### src/rtl/cpu_pkg.sv
// Shared fetch-path types and constants for the multicycle core.
// The PC step constant is also used by the inline PC-increment logic.
package cpu_pkg;

  localparam int PC_WIDTH    = 16;
  localparam int INSTR_WIDTH = 16;
  localparam logic [PC_WIDTH-1:0] PC_STEP = 16'd2;

  typedef enum logic [1:0] {
    ST_IDLE = 2'd0,
    ST_REQ  = 2'd1,
    ST_RESP = 2'd2
  } fetch_state_e;

  // Instructions are halfword aligned, so bit 0 of any PC is always zero.
  function automatic logic [PC_WIDTH-1:0] align_pc(input logic [PC_WIDTH-1:0] addr);
    return {addr[PC_WIDTH-1:1], 1'b0};
  endfunction

endpackage

### src/rtl/fetch_watchdog.sv
// Wait-cycle watchdog for the instruction-memory request.
// timeout fires on the last tolerated waiting cycle so the abort lands on the next edge.
module fetch_watchdog #(
  parameter int MAX_WAIT = 15
) (
  input  logic clk,
  input  logic reset,
  input  logic clear,
  input  logic enable,
  output logic timeout
);

  logic [7:0] wait_cnt_r;

  // Counts cycles spent waiting for an acknowledge since the fetch started.
  always_ff @(posedge clk) begin
    if (reset) begin
      wait_cnt_r <= 8'd0;
    end else if (clear) begin
      wait_cnt_r <= 8'd0;
    end else if (enable) begin
      wait_cnt_r <= wait_cnt_r + 8'd1;
    end else begin
      wait_cnt_r <= wait_cnt_r;
    end
  end

  assign timeout = enable && (wait_cnt_r == 8'(MAX_WAIT - 1));

endmodule

### src/rtl/instr_fetch_unit.sv
// Instruction fetch unit: owns the architectural PC and the imem req/ack read.
// Redirects overwrite the PC at any time; a redirected in-flight fetch completes but is not delivered.
module instr_fetch_unit
  import cpu_pkg::*;
#(
  parameter logic [PC_WIDTH-1:0] RESET_PC = 16'h0000,
  parameter int                  MAX_WAIT = 15
) (
  input  logic                   clk,
  input  logic                   reset,
  input  logic                   fetch_en,
  input  logic                   redirect_valid,
  input  logic [PC_WIDTH-1:0]    redirect_target,
  output logic                   imem_req,
  output logic [PC_WIDTH-1:0]    imem_addr,
  input  logic                   imem_ack,
  input  logic [INSTR_WIDTH-1:0] imem_rdata,
  output logic [INSTR_WIDTH-1:0] instr,
  output logic                   instr_valid,
  output logic [PC_WIDTH-1:0]    instr_pc,
  output logic [PC_WIDTH-1:0]    pc,
  output logic [PC_WIDTH-1:0]    pc_plus2,
  output logic                   busy,
  output logic                   fetch_err
);

  fetch_state_e           state_r, state_s;
  logic [PC_WIDTH-1:0]    pc_r, pc_s;
  logic [PC_WIDTH-1:0]    addr_r, addr_s;
  logic                   flush_r, flush_s;
  logic [INSTR_WIDTH-1:0] instr_r;
  logic [PC_WIDTH-1:0]    instr_pc_r;
  logic                   imem_req_r, busy_r, instr_valid_r, fetch_err_r;
  logic                   ir_load_s, valid_s, err_s;
  logic                   wd_clear_s, wd_enable_s, wd_timeout_s;

  assign wd_clear_s  = (state_r == ST_IDLE) && fetch_en && !redirect_valid;
  assign wd_enable_s = (state_r == ST_REQ) && !imem_ack;

  fetch_watchdog #(.MAX_WAIT(MAX_WAIT)) u_watchdog (
    .clk     (clk),
    .reset   (reset),
    .clear   (wd_clear_s),
    .enable  (wd_enable_s),
    .timeout (wd_timeout_s)
  );

  // Next-state, next-PC and event decode for the fetch FSM.
  always_comb begin
    state_s   = state_r;
    pc_s      = pc_r;
    addr_s    = addr_r;
    flush_s   = flush_r;
    ir_load_s = 1'b0;
    valid_s   = 1'b0;
    err_s     = 1'b0;
    case (state_r)
      ST_IDLE: begin
        if (redirect_valid) begin
          pc_s = align_pc(redirect_target);
        end else if (fetch_en) begin
          addr_s  = pc_r;
          state_s = ST_REQ;
        end else begin
          state_s = ST_IDLE;
        end
      end
      ST_REQ: begin
        if (redirect_valid) begin
          pc_s    = align_pc(redirect_target);
          flush_s = 1'b1;
        end else begin
          pc_s = pc_r;
        end
        if (imem_ack) begin
          ir_load_s = 1'b1;
          // A redirect seen during this transaction (even on the ack edge) wins over the increment.
          if (flush_r || redirect_valid) begin
            flush_s = 1'b0;
            state_s = ST_IDLE;
          end else begin
            pc_s    = addr_r + PC_STEP;
            valid_s = 1'b1;
            state_s = ST_RESP;
          end
        end else if (wd_timeout_s) begin
          err_s   = 1'b1;
          flush_s = 1'b0;
          state_s = ST_IDLE;
        end else begin
          state_s = ST_REQ;
        end
      end
      ST_RESP: begin
        if (redirect_valid) begin
          pc_s = align_pc(redirect_target);
        end else begin
          pc_s = pc_r;
        end
        state_s = ST_IDLE;
      end
      default: begin
        state_s = ST_IDLE;
      end
    endcase
  end

  // State, PC and registered output updates.
  always_ff @(posedge clk) begin
    if (reset) begin
      state_r       <= ST_IDLE;
      pc_r          <= RESET_PC;
      addr_r        <= 16'h0000;
      flush_r       <= 1'b0;
      instr_r       <= 16'h0000;
      instr_pc_r    <= 16'h0000;
      imem_req_r    <= 1'b0;
      busy_r        <= 1'b0;
      instr_valid_r <= 1'b0;
      fetch_err_r   <= 1'b0;
    end else begin
      state_r       <= state_s;
      pc_r          <= pc_s;
      addr_r        <= addr_s;
      flush_r       <= flush_s;
      imem_req_r    <= (state_s == ST_REQ);
      busy_r        <= (state_s != ST_IDLE);
      instr_valid_r <= valid_s;
      fetch_err_r   <= err_s;
      if (ir_load_s) begin
        instr_r    <= imem_rdata;
        instr_pc_r <= addr_r;
      end else begin
        instr_r    <= instr_r;
        instr_pc_r <= instr_pc_r;
      end
    end
  end

  assign imem_req    = imem_req_r;
  assign imem_addr   = addr_r;
  assign instr       = instr_r;
  assign instr_pc    = instr_pc_r;
  assign instr_valid = instr_valid_r;
  assign pc          = pc_r;
  assign pc_plus2    = pc_r + PC_STEP;
  assign busy        = busy_r;
  assign fetch_err   = fetch_err_r;

endmodule

### config.mk
export PLATFORM = sky130hd
export DESIGN_NAME = instr_fetch_unit
export DESIGN_NICKNAME = d
export VERILOG_FILES = /design/src/rtl/cpu_pkg.sv /design/src/rtl/fetch_watchdog.sv /design/src/rtl/instr_fetch_unit.sv
export SDC_FILE = /design/constraint.sdc
export NUM_CORES = 1
export LEC_CHECK = 0
export BUFFER_PORTS_ARGS = -buffer_cell sky130_fd_sc_hd__buf_2
export CAP_MARGIN = 20
export CORE_UTILIZATION = 30
export CTS_CLUSTER_SIZE = 20
export DETAILED_ROUTE_END_ITERATION = 7
export SETUP_SLACK_MARGIN = 0.2
export SLEW_MARGIN = 30
export SYNTH_ARGS = -nofsm -noshare
export SYNTH_HDL_FRONTEND = slang
export SYNTH_SLANG_ARGS = --single-unit
export TNS_END_PERCENT = 100
### constraint.sdc
create_clock -name clk -period 1.7 [get_ports clk]
set_clock_uncertainty 0.15 [all_clocks]
set_input_delay 0.255 -clock clk [delete_from_list [all_inputs] [get_ports clk]]
set_output_delay 0.255 -clock clk [all_outputs]
set_load 0.1 [all_outputs]
---- Yosys cells after proc, flatten, opt, wreduce, memory -nomap -nowiden ----
Cells that the tools add are included.
storage, ports and cells
  register bits after elaboration ......... 79
  output and inout port bits .............. 84
  word-level logic and storage cells ...... 54
operators by class
  add/subtract/negate cells ............... 3
  equality and inequality tests ........... 4
  multiplexer cells ....................... 18
  bitwise operators ....................... 3
  reductions and logical operators ........ 15
operators with widths
  kind                                                                    count
  16-bit two-way mux                                                      3
  16-bit by 2-bit adder with 16-bit output (second input constant)        2
  16-bit case mux with 2 select lines                                     1
  1-bit two-way mux                                                       10
  8-bit by 1-bit adder with 8-bit output (second input constant)          1
  8-bit by 4-bit equality test with 1-bit output (second input constant)  1
  2-bit two-way mux                                                       3
  3-bit OR reduction                                                      2
  2-bit by 1-bit equality test with 1-bit output (second input constant)  2
  1-bit logical AND                                                       4
  2-bit case mux with 2 select lines                                      1
  2-bit nonzero test                                                      2
  2-bit OR reduction                                                      2
  1-bit NOT                                                               3
  3-bit AND reduction                                                     1
  2-bit equality test (second input constant)                             1
  1-bit zero test                                                         2
  2-bit zero test                                                         1
  1-bit logical OR                                                        1

---- Longest topological paths before layout ----
Gate-level depths: netlist of run 1.
  depth after elaboration ................. 7
  gate-level depth with buffers ........... 7
  depth with buffers taken out ............ 6

---- Cells and area by module ----
From an unflattened synthesis of run 1, not the netlist that was laid out.
unflattened totals
  cell total of the unflattened synthesis .. 437
  area total of the unflattened synthesis .. 3488.3 um^2
by module, submodules not included
  module            instances  cells an instance  area each (um^2)
  instr_fetch_unit  1          394                3108.0
  fetch_watchdog    1          43                 380.4

---- Least setup slack after synthesis of run 1 ----
OpenSTA, ideal clock, no wires.
  path type ............................... register to output
  start point ............................. register pc_r[2], in the netlist pc[2]
  end point ............................... output pc_plus2[13]
  arrival time ............................ 3.445 ns
  required time ........................... 1.295 ns
  setup slack ............................. -2.150 ns
  cell stages (with the launch flop) ...... 6
  path buffers ............................ 1
  cell sequence ........................... dfxtp_1 ha_1 and3_1 clkbuf_1 nand4_1 xnor2_1
on the way
  cells in the longest elaborated chain, start to end .. 1
ends and longest elaborated chain
  element                                   RTL line                 text
  start: declaration                        instr_fetch_unit.sv:28   logic [PC_WIDTH-1:0] pc_r, pc_s;
  start signal: assignment                  instr_fetch_unit.sv:123  pc_r <= pc_s;
  16-bit by 2-bit adder with 16-bit output  instr_fetch_unit.sv:146  assign pc_plus2 = pc_r + PC_STEP;
  end: declaration                          instr_fetch_unit.sv:22   output logic [PC_WIDTH-1:0] pc_plus2,
No other way between the ends.

---- Final worst setup path of run 1 ----
  start point ............................. register pc_r[3], in the netlist pc[3]
  end point ............................... output pc_plus2[10]
Same word-level chain as after synthesis.

==> run summary, run 1 <==
outcome -> complete, but fails checks
failing checks -> negative setup slack
Worst setup EP type -> output pin
sw frac -> 31.9%
Period Utilization, post-route -> 124%
Critical Path AT -> 1.71 ns
Syn Nets -> 485
DR vias -> 3,979
drt pass-1 iters -> 5
share of power burned in registers -> 35.5%
slew margin rel. -> 68.0%
Yosys reg bits -> 79
Critical Path Slowest Stage Cell -> dfxtp_4
Final setup viols -> 16
hold_ws -> 0.0169 ns
PnR worst setup slack -> -0.416 ns
Sink Count -> 79
Final GP Congestion -> 0.889
Synth Flop Type -> dfxtp_1
routing usage on met1 -> 25.0%
RSZ-0062 raised after global routing -> true
HP Class -> in -> reg
CP Buf/Inv Count -> 1
Slew @ Worst Pin -> 0.484 ns
ys async rst share -> 0%
Worst-Skew Late Latency -> 0.34 ns
share of layout cells above drive strength 1 -> 52.4%
combinational power share -> 26.6%
first-pass GRT wire length -> 20,000 um
Clock Tree Buf Depth -> 2
post-synthesis cell area -> 0.00354 mm2
library cells used by synthesis -> 45
Die W -> 111 um
DPL Wire Length -> 8560 um
CTS H-Tree Depth -> 3
Final ANT Viol Nets -> 0
Largest stage delay, worst path -> 0.34 ns
met2 GRT Util -> 35.1%
Synth Instances -> 444
Hold Vio Cnt, Final -> 0
DRT Wirelength -> 13,100 um
core area -> 0.0115 mm2
nets@finish -> 679
CTS tree -> built
DRT iter0 DRCs -> 308
Max Cap Violations -> 0
Avg Vias per Cell -> 5.06
die area -> 0.0122 mm2
Residual DRC -> 0
CP delay by family, top -> simple AND/OR/NAND/NOR gates
syn_area_per_cell -> 7.96 um2
critical-path cell list -> and3_4, and4_4, nand4_1, xnor2_4, buf_12
diode count -> 0
remaining global-route overflow -> 0
I/O pins -> 121
gr busiest metal -> met2
initial antenna violation count -> 0
Leak Pwr -> 2.81 nW
I/O Buffers -> 119
DP Worst Slack -> -0.168 ns
Num CTS Buffers -> 9
met3 usage -> 5.71%
Pwr Density -> 794 mW/mm2
FMAX -> 473 MHz
Psw -> 1.74 mW
Crit Path Class -> reg -> out
internal power -> 3.71 mW
Max FO, Critical Path -> 4
Root Driver -> clkbuf_16
Die Y-Extent -> 111 um
Syn-to-layout area delta -> 93.8%
Req. time, crit path -> 1.29 ns
global-route usage over all layers -> 20.5%
startpoint types -> register
max-slew violation count -> 0
num rows -> 39
Ys Warns -> 0
Clock Power Share -> 38.0%
Worst IR Drop VDD -> 0.699 mV
CTS clock-pin slew for the worst setup and hold paths -> 0.06 ns
number of synthesized flops with an enable pin -> 0
sequential share of the synthesized area -> 44.7%
wire per inst -> 16.6 um
Starting Density -> 30.8%
post-layout min period -> 2.12 ns
largest net degree at the start of global routing -> 60
vias in the first global route -> 3,901
[per-layer routing]
metal | vias up | wire length [um]
met5 | - | 0
met4 | 0 | 161
met3 | 14 | 782
met2 | 136 | 6790
met1 | 1898 | 5320
li1 | 1931 | -
[cell type report]
| class | count | area (um2) |
|---|---|---|
| clock buffers | 14 | 318 |
| clock inverters | 2 | 13.8 |
| fillers | 981 | 4620 |
| inverters | 10 | 43.8 |
| multi-input cells | 323 | 2460 |
| flip-flops and latches | 79 | 1680 |
| well taps | 143 | 179 |
| repair buffers | 215 | 2150 |
[Yosys cell counts (3+ instances only)]
| cell | n | area (um2) |
|---|---|---|
| nand2_1 | 112 | 420 |
| dfxtp_1 | 79 | 1580 |
| a21oi_1 | 58 | 290 |
| clkbuf_1 | 22 | 82.6 |
| nor2_1 | 21 | 78.8 |
| xnor2_1 | 16 | 140 |
| nand3_1 | 12 | 60.1 |
| o21ai_0 | 12 | 60.1 |
| inv_1 | 10 | 37.5 |
| xor2_1 | 10 | 87.6 |
| and3_1 | 9 | 56.3 |
| nand4_1 | 9 | 56.3 |
| buf_2 | 7 | 35.0 |
| o221ai_1 | 7 | 61.3 |
| nor4_1 | 5 | 31.3 |
| a22oi_1 | 4 | 30.0 |
| a31oi_1 | 4 | 25.0 |
| ha_1 | 4 | 50.1 |
| nor3_1 | 4 | 20.0 |
| o21a_1 | 4 | 30.0 |
| buf_4 | 3 | 22.5 |
| nor3b_1 | 3 | 22.5 |
| o22ai_1 | 3 | 18.8 |
[state kept, by name, indices dropped and copies added (netlist names)]
name / cells
instr: 16
fetch_err: 1
pc: 16
instr_valid: 1
busy: 1
flush_r: 1
instr_pc: 16
imem_addr: 16
imem_req: 1
u_watchdog.wait_cnt_r: 8
state_r: 2
[cell usage in the layout, fill, tap and decap left out, types with 10 or more instances in the layout]
master / n
a21oi_1: 42
a21oi_2: 16
buf_12: 30
buf_2: 36
buf_4: 90
buf_6: 30
buf_8: 10
clkbuf_16: 14
dfxtp_1: 45
dfxtp_2: 11
dfxtp_4: 23
dlygate4sd3_1: 12
nand2_1: 98
nor2_1: 20
xnor2_4: 11
[what timing repair did]
action,4_1_cts,5_1_grt
endpoints found under the hold margin,12,0
gates cloned,0,3
pin swaps,29,36
hold buffers,12,0
buffers inserted,14,14
endpoints found under the setup margin,127,101
resized for setup,134,99
[stage by stage]
stage / util (%) / area [um2] / total power, mW / instances / TNS (ns)
floorplan: - / 3940 / 2.79 / 444 / -7.54
global placement: 45.7 / 5240 / 3.15 / 727 / -0.839
detailed placement: 45.7 / 5240 / 3.17 / 727 / -0.882
CTS: 54.6 / 6260 / 5.37 / 769 / -3.91
global route: 59.7 / 6850 / 5.64 / 786 / -5.42
finish: 59.7 / 6850 / 5.44 / 786 / -4.37
[worst reg2reg max path, stage by stage, from the launching register on]
cell	delay, ns
dfxtp_4	0.37
buf_6	0.09
buf_6	0.08
buf_6	0.10
buf_6	0.11
buf_6	0.10
clkinvlp_4	0.10
buf_6	0.12
buf_6	0.10
a221oi_2	0.25
[power by group through the flow]
stage          combinational, mW  clock, mW  sequential [mW]
6_report                    1.45       2.07             1.93
5_1_grt                     1.50       2.21             1.93
4_1_cts                     1.32       2.12             1.93
3_5_place_dp                1.20          0             1.97
3_3_place_gp                1.19          0             1.97
2_1_floorplan              0.432          0             2.36
[kinds of logic after synthesis]
group                    share of synthesized area (%)
AO/OA/AOI/OAI                                     18.3
XOR/XNOR                                          6.44
adder cells (fa/ha/maj)                           1.42
buffers and inverters                             5.02
flip-flops                                        44.7
multiplexers                                     0.283
AND/OR/NAND/NOR                                   23.8
[final timing paths]
check | from | endpoint | slack (ns) | cells after the start
setup / recovery | pc[3]$_SDFFE_PP0P_ | pc_plus2[10] | -0.42 | 5
hold / removal | imem_rdata[14] | instr[14]$_SDFFE_PP0P_ | 0.02 | 3
setup reg to reg | pc[1]$_SDFFE_PP0P_ | pc[1]$_SDFFE_PP0P_ | 0.03 | 9
hold reg to reg | instr_pc[7]$_SDFFE_PP0P_ | instr_pc[7]$_SDFFE_PP0P_ | 0.31 | 2
Power figures use the tool's default switching activity.
==> run 2, diff against run 1 <==
--- a/config.mk
+++ b/config.mk
@@ -10,6 +10,7 @@
 export CORE_UTILIZATION = 30
 export CTS_CLUSTER_SIZE = 20
 export DETAILED_ROUTE_END_ITERATION = 7
+export PLACE_DENSITY = 0.54
 export SETUP_SLACK_MARGIN = 0.2
 export SLEW_MARGIN = 30
 export SYNTH_ARGS = -nofsm -noshare
==> run summary, run 2 (synthesis gave the netlist of run 1 again) <==
outcome -> complete, but fails checks
failing checks -> negative setup slack
Starting Density -> 30.8% (unchanged)
DRT Wirelength -> 12,400 um (-4.6%)
Pwr Density -> 820 mW/mm2 (+3.3%)
Avg Vias per Cell -> 5.12 (+1.2%)
wire per inst -> 16.0 um (-3.8%)
I/O pins -> 121 (unchanged)
CP Buf/Inv Count -> 1 (unchanged)
CP startpoint -> pc[3]$_SDFFE_PP0P_
FMAX -> 469 MHz (-0.77%)
CP delay by family, top -> simple AND/OR/NAND/NOR gates
r2r startpoint -> pc[1]$_SDFFE_PP0P_
post-layout min period -> 2.13 ns (+0.0164 ns)
Final setup viols -> 15 (-1)
Critical Path AT -> 1.73 ns (+0.02 ns)
DPL Wire Length -> 8500 um (-0.76%)
Root Driver -> clkbuf_16
Sink Count -> 79 (unchanged)
DR vias -> 3,992 (+0.33%)
Final GP Congestion -> 0.836 (-6.0%)
Max FO, Critical Path -> 4 (unchanged)
HP Class -> in -> reg
DP Worst Slack -> -0.170 ns (-0.00143 ns)
total power -> 5.41 mW (-0.53%)
Crit Path Class -> reg -> out
Hold Crit Start -> imem_rdata[1]
Final ANT Viol Nets -> 0 (unchanged)
first-pass GRT wire length -> 19,000 um (-4.9%)
Req. time, crit path -> 1.29 ns (about the same)
CTS tree -> built
Die Y-Extent -> 111 um (unchanged)
CTS H-Tree Depth -> 3 (unchanged)
CTS clock-pin slew for the worst setup and hold paths -> 0.06 ns (about the same)
max-slew violation count -> 0 (unchanged)
core area -> 0.0115 mm2 (unchanged)
nets@finish -> 672 (-1.0%)
startpoint types -> register
PnR worst setup slack -> -0.432 ns (-0.0164 ns)
critical-path cell list -> and3_4, and4_4, nand4_1, xnor2_4, buf_12
diode count -> 0 (unchanged)
Die W -> 111 um (unchanged)
Layout Utilization -> 57.6% (-2.2 points)
Max Cap Violations -> 0 (unchanged)
commonest non-fill, non-tap cell in the layout -> nand2_1
global-route usage over all layers -> 19.5% (-1.0 points)
Largest stage delay, worst path -> 0.34 ns (about the same)
die area -> 0.0122 mm2 (unchanged)
slew margin rel. -> 68.0% (about the same)
drt pass-1 iters -> 4 (-1)
num rows -> 39 (unchanged)
remaining global-route overflow -> 0 (unchanged)
most frequent cells in the layout -> nand2_1, buf_4, a21oi_1, dfxtp_1, buf_2
Clock Tree Buf Depth -> 2 (unchanged)
Syn-to-layout area delta -> 86.7%
share of layout cells above drive strength 1 -> 49.2% (-3.2 points)
largest net degree at the start of global routing -> 60 (unchanged)
cell count after placement -> 726 (-0.14%)
Worst-Skew Late Latency -> 0.34 ns (about the same)
Period Utilization, post-route -> 125% (+0.96 points)
Critical Path Slowest Stage Cell -> dfxtp_4
Num CTS Buffers -> 9 (unchanged)
initial antenna violation count -> 0 (unchanged)
vias in the first global route -> 3,765 (-3.5%)
RSZ-0062 raised after global routing -> true
Residual DRC -> 0 (unchanged)
hold_ws -> 0.00930 ns (-0.00757 ns)
Non-Filler Instances -> 779 (-0.89%)
Slew @ Worst Pin -> 0.484 ns (+0.000549 ns)
Hold Vio Cnt, Final -> 0 (unchanged)
Worst setup EP type -> output pin
Worst IR Drop VDD -> 0.668 mV (-4.5%)
I/O Buffers -> 119 (unchanged)
DRT iter0 DRCs -> 271 (-12%)
Leak Pwr -> 2.63 nW (-6.4%)
## run 2: cell types whose count changed in the layout (fill, tap and decap cells not counted), moves of 3 or more
cell / delta
a21oi_1: +9
a21oi_2: -9
buf_12: -3
buf_4: -3
buf_6: +3
buf_8: -3
clkbuf_16: -3
dlygate4sd3_1: -4
nand2_1: +10
nand2_2: -3
nand2_4: -7
## run 2: metal layers
layer	vias to the layer above	global-route usage (%)	share of wire, %
met4	0	8.27	2.4
li1	1918	-	-
met1	1914	23.8	43
met5	-	0	0
met2	135	33.0	49
met3	25	4.23	5.0
## run 2: worst min-delay path, cell delays in order
cell and delay (ns):
buf_2 0.09, nand2_1 0.05, a21oi_1 0.05
## run 2: layout make-up
class                           instances  area [um2]
Multi-Input combinational cell        323        2340
Tap cell                              143         179
Inverter                               10        41.3
Clock buffer                           10         229
Fill cell                            1002        4870
Clock inverter                          6        92.6
Sequential cell                        79        1680
Timing Repair Buffer                  208        2040
## run 2: what timing repair did
action,CTS,global route
endpoints found under the setup margin,130,97
endpoints found under the hold margin,8,0
setup buffers,13,12
gates resized for setup,120,79
pin swaps,20,20
hold buffers,8,0
gates cloned,0,4
## run 2: final timing paths
kind	to	cells after the start	slack [ns]
setup / recovery	pc_plus2[10]	5	-0.43
hold / removal	instr[1]$_SDFFE_PP0P_	3	0.009
hold reg to reg	instr_pc[6]$_SDFFE_PP0P_	2	0.30
setup reg to reg	pc[1]$_SDFFE_PP0P_	9	0.05
## run 2: per-stage QoR
stage                     TNS (ns)  cell area (um2)
after floorplan              -7.54             3940
after global placement      -0.744             5220
after detailed placement    -0.823             5220
after CTS                    -4.02             6110
after global routing         -5.02             6600
final                        -4.23             6600
## run 2: report_power, final
group	switching [mW]	internal [mW]
sequential	0.0500	1.89
clock	0.783	1.30
combinational	0.902	0.495
total	1.73	3.68
==> run 3, diff against run 2 <==
--- a/config.mk
+++ b/config.mk
@@ -7,9 +7,11 @@
 export LEC_CHECK = 0
 export BUFFER_PORTS_ARGS = -buffer_cell sky130_fd_sc_hd__buf_2
 export CAP_MARGIN = 20
+export CORE_MARGIN = 5
 export CORE_UTILIZATION = 30
 export CTS_CLUSTER_SIZE = 20
 export DETAILED_ROUTE_END_ITERATION = 7
+export GPL_TIMING_DRIVEN = 0
 export PLACE_DENSITY = 0.54
 export SETUP_SLACK_MARGIN = 0.2
 export SLEW_MARGIN = 30
==> run summary, run 3 (synthesis gave the netlist of run 1 again) <==
internal power -> 3.57 mW (-2.9%)
max-slew violation count -> 0 (unchanged)
finished layout cell area -> 0.00689 mm2 (+4.4%)
core area -> 0.0115 mm2 (unchanged)
Clock Tree Buf Depth -> 2 (unchanged)
I/O pins -> 121 (unchanged)
remaining global-route overflow -> 0 (unchanged)
PnR worst setup slack -> -0.486 ns (-0.0538 ns)
Slew @ Worst Pin -> 0.738 ns (+0.254 ns)
share of power burned in registers -> 37.3% (+1.5 points)
# fillers -> 980 (-2.2%)
Clock Power Share -> 37.8% (-0.6 points)
drt pass-1 iters -> 4 (unchanged)
CTS tree -> built
Die W -> 119 um (+7.2%)
num rows -> 39 (unchanged)
DR vias -> 4,093 (+2.5%)
Hold Vio Cnt, Final -> 0 (unchanged)
initial antenna violation count -> 0 (unchanged)
commonest non-fill, non-tap cell in the layout -> buf_4
RSZ-0062 raised after global routing -> true
Syn-to-layout area delta -> 94.8%
Max FO, Critical Path -> 5 (+1)
Non-Filler Instances -> 790 (+1.4%)
cell count after placement -> 704 (-3.0%)
Starting Density -> 30.8% (unchanged)
nets@finish -> 683 (+1.6%)
failing checks -> negative setup slack
Worst setup EP type -> output pin
Sink Count -> 79 (unchanged)
Final ANT Viol Nets -> 0 (unchanged)
outcome -> complete, but fails checks
I/O Buffers -> 117 (-1.7%)
FMAX -> 457 MHz (-2.5%)
DPL Wire Length -> 9020 um (+6.2%)
Req. time, crit path -> 1.29 ns (about the same)
CTS clock-pin slew for the worst setup and hold paths -> 0.06 ns (about the same)
total power -> 5.30 mW (-2.1%)
share of layout cells above drive strength 1 -> 57.3% (+8.1 points)
Final setup viols -> 14 (-1)
die area -> 0.0141 mm2 (+15%)
Num CTS Buffers -> 9 (unchanged)
Worst-Skew Late Latency -> 0.34 ns (about the same)
Psw -> 1.73 mW (-0.28%)
Period Utilization, post-route -> 129% (+3.2 points)
Leak Pwr -> 2.95 nW (+12%)
wire per inst -> 17.4 um (+8.7%)
CTS H-Tree Depth -> 3 (unchanged)
first-pass GRT wire length -> 20,400 um (+7.4%)
Worst R2R Setup Slack -> 0.03 ns (-0.02 ns)
Critical Path AT -> 1.78 ns (+0.05 ns)
startpoint types -> register
Worst IR Drop VDD -> 0.684 mV (+2.5%)
diode count -> 0 (unchanged)
largest net degree at the start of global routing -> 13 (-78%)
Max Cap Violations -> 0 (unchanged)
most frequent cells in the layout -> buf_4, nand2_1, dfxtp_1, buf_6, buf_2
Root Driver -> clkbuf_16
Pwr Density -> 770 mW/mm2 (-6.1%)
placed cell areas -> 0.00471 mm2 (-9.7%)
combinational power share -> 24.9% (-0.9 points)
HP Class -> in -> reg
Die Y-Extent -> 119 um (+7.2%)
hold_ws -> 0.0107 ns (+0.00144 ns)
vias in the first global route -> 3,950 (+4.9%)
Residual DRC -> 0 (unchanged)
post-layout min period -> 2.19 ns (+0.0538 ns)
Avg Vias per Cell -> 5.18 (+1.1%)
Crit Path Class -> reg -> out
sw frac -> 32.6% (+0.58 points)
Final GP Congestion -> 0.853 (+2.1%)
DRT iter0 DRCs -> 194 (-28%)
slew margin rel. -> 50.8% (-17 points)
DRT Wirelength -> 13,700 um (+10%)
global-route usage over all layers -> 17.8% (-1.7 points)
## run 3: changes by cell type in the layout (fill, tap and decap cells not counted), moves of 5 or more
cell / delta
a21oi_1: -20
a21oi_2: +20
buf_12: -11
buf_4: -5
buf_6: +10
clkbuf_1: +8
clkbuf_2: +5
nand2_1: -29
nand2_2: +7
nand2_4: +22
## run 3: layout make-up
cell class                 instances  area, um2  share of cell area (%)
multi-input combinational        323       2660                    38.7
timing repair buffer             187       1700                    24.7
sequential                        79       1680                    24.4
clock buffer                      15        310                    4.50
buffer                            32        303                    4.40
tap                              143        179                    2.60
inverter                          10       43.8                   0.636
clock inverter                     1       5.00                  0.0727
## run 3: power by group through the flow
| stage | clock, mW | combinational (mW) | sequential [mW] |
|---|---|---|---|
| after floorplan | 0 | 0.432 | 2.36 |
| after detailed placement | 0 | 0.963 | 2.03 |
| after global placement | 0 | 0.960 | 2.02 |
| after CTS | 2.04 | 1.19 | 1.98 |
| final | 2.01 | 1.32 | 1.98 |
| after global routing | 2.12 | 1.37 | 1.99 |
## run 3: critical path, cell delays in order, from the launching register on
cell and delay (ns):
dfxtp_4 0.34, and3_4 0.18, and3_4 0.18, buf_8 0.10
nand4_1 0.20, xnor2_4 0.24, buf_12 0.19
## run 3: routing by layer
metal	routed length (um)	share of wire, %	GRT usage [%]	vias to the layer above
met1	5630	41	22.2	1966
met5	0	0	0	-
met4	274	2.0	5.46	0
met3	966	7.0	5.40	31
met2	6850	50	29.5	144
li1	-	-	-	1952
## run 3: timing repair
| action | in CTS | in global routing |
|---|---|---|
| hold endpoints to repair | 9 | 0 |
| gates resized for setup | 188 | 182 |
| setup endpoints to repair | 144 | 96 |
| hold buffers | 9 | 0 |
| buffers inserted | 32 | 26 |
| pin swaps | 26 | 70 |
| cloned | 0 | 3 |
## run 3: metrics by stage
stage	utilization, %	setup WS [ns]	TNS [ns]
finish	60.1	-0.486	-4.11
CTS	52.4	-0.521	-4.32
floorplan	-	-0.690	-7.54
global placement	41.1	-0.461	-5.90
detailed placement	41.1	-0.465	-7.67
global route	60.1	-0.559	-4.96
## run 3: path summary, 6_finish.rpt
check	from	to	cells past startpoint
max	pc[5]$_SDFFE_PP0P_	pc_plus2[15]	6
max reg2reg	imem_addr[9]$_SDFFE_PP0P_	pc[15]$_SDFFE_PP0P_	5
min reg2reg	instr_pc[8]$_SDFFE_PP0P_	instr_pc[8]$_SDFFE_PP0P_	2
min	imem_rdata[15]	instr[15]$_SDFFE_PP0P_	3
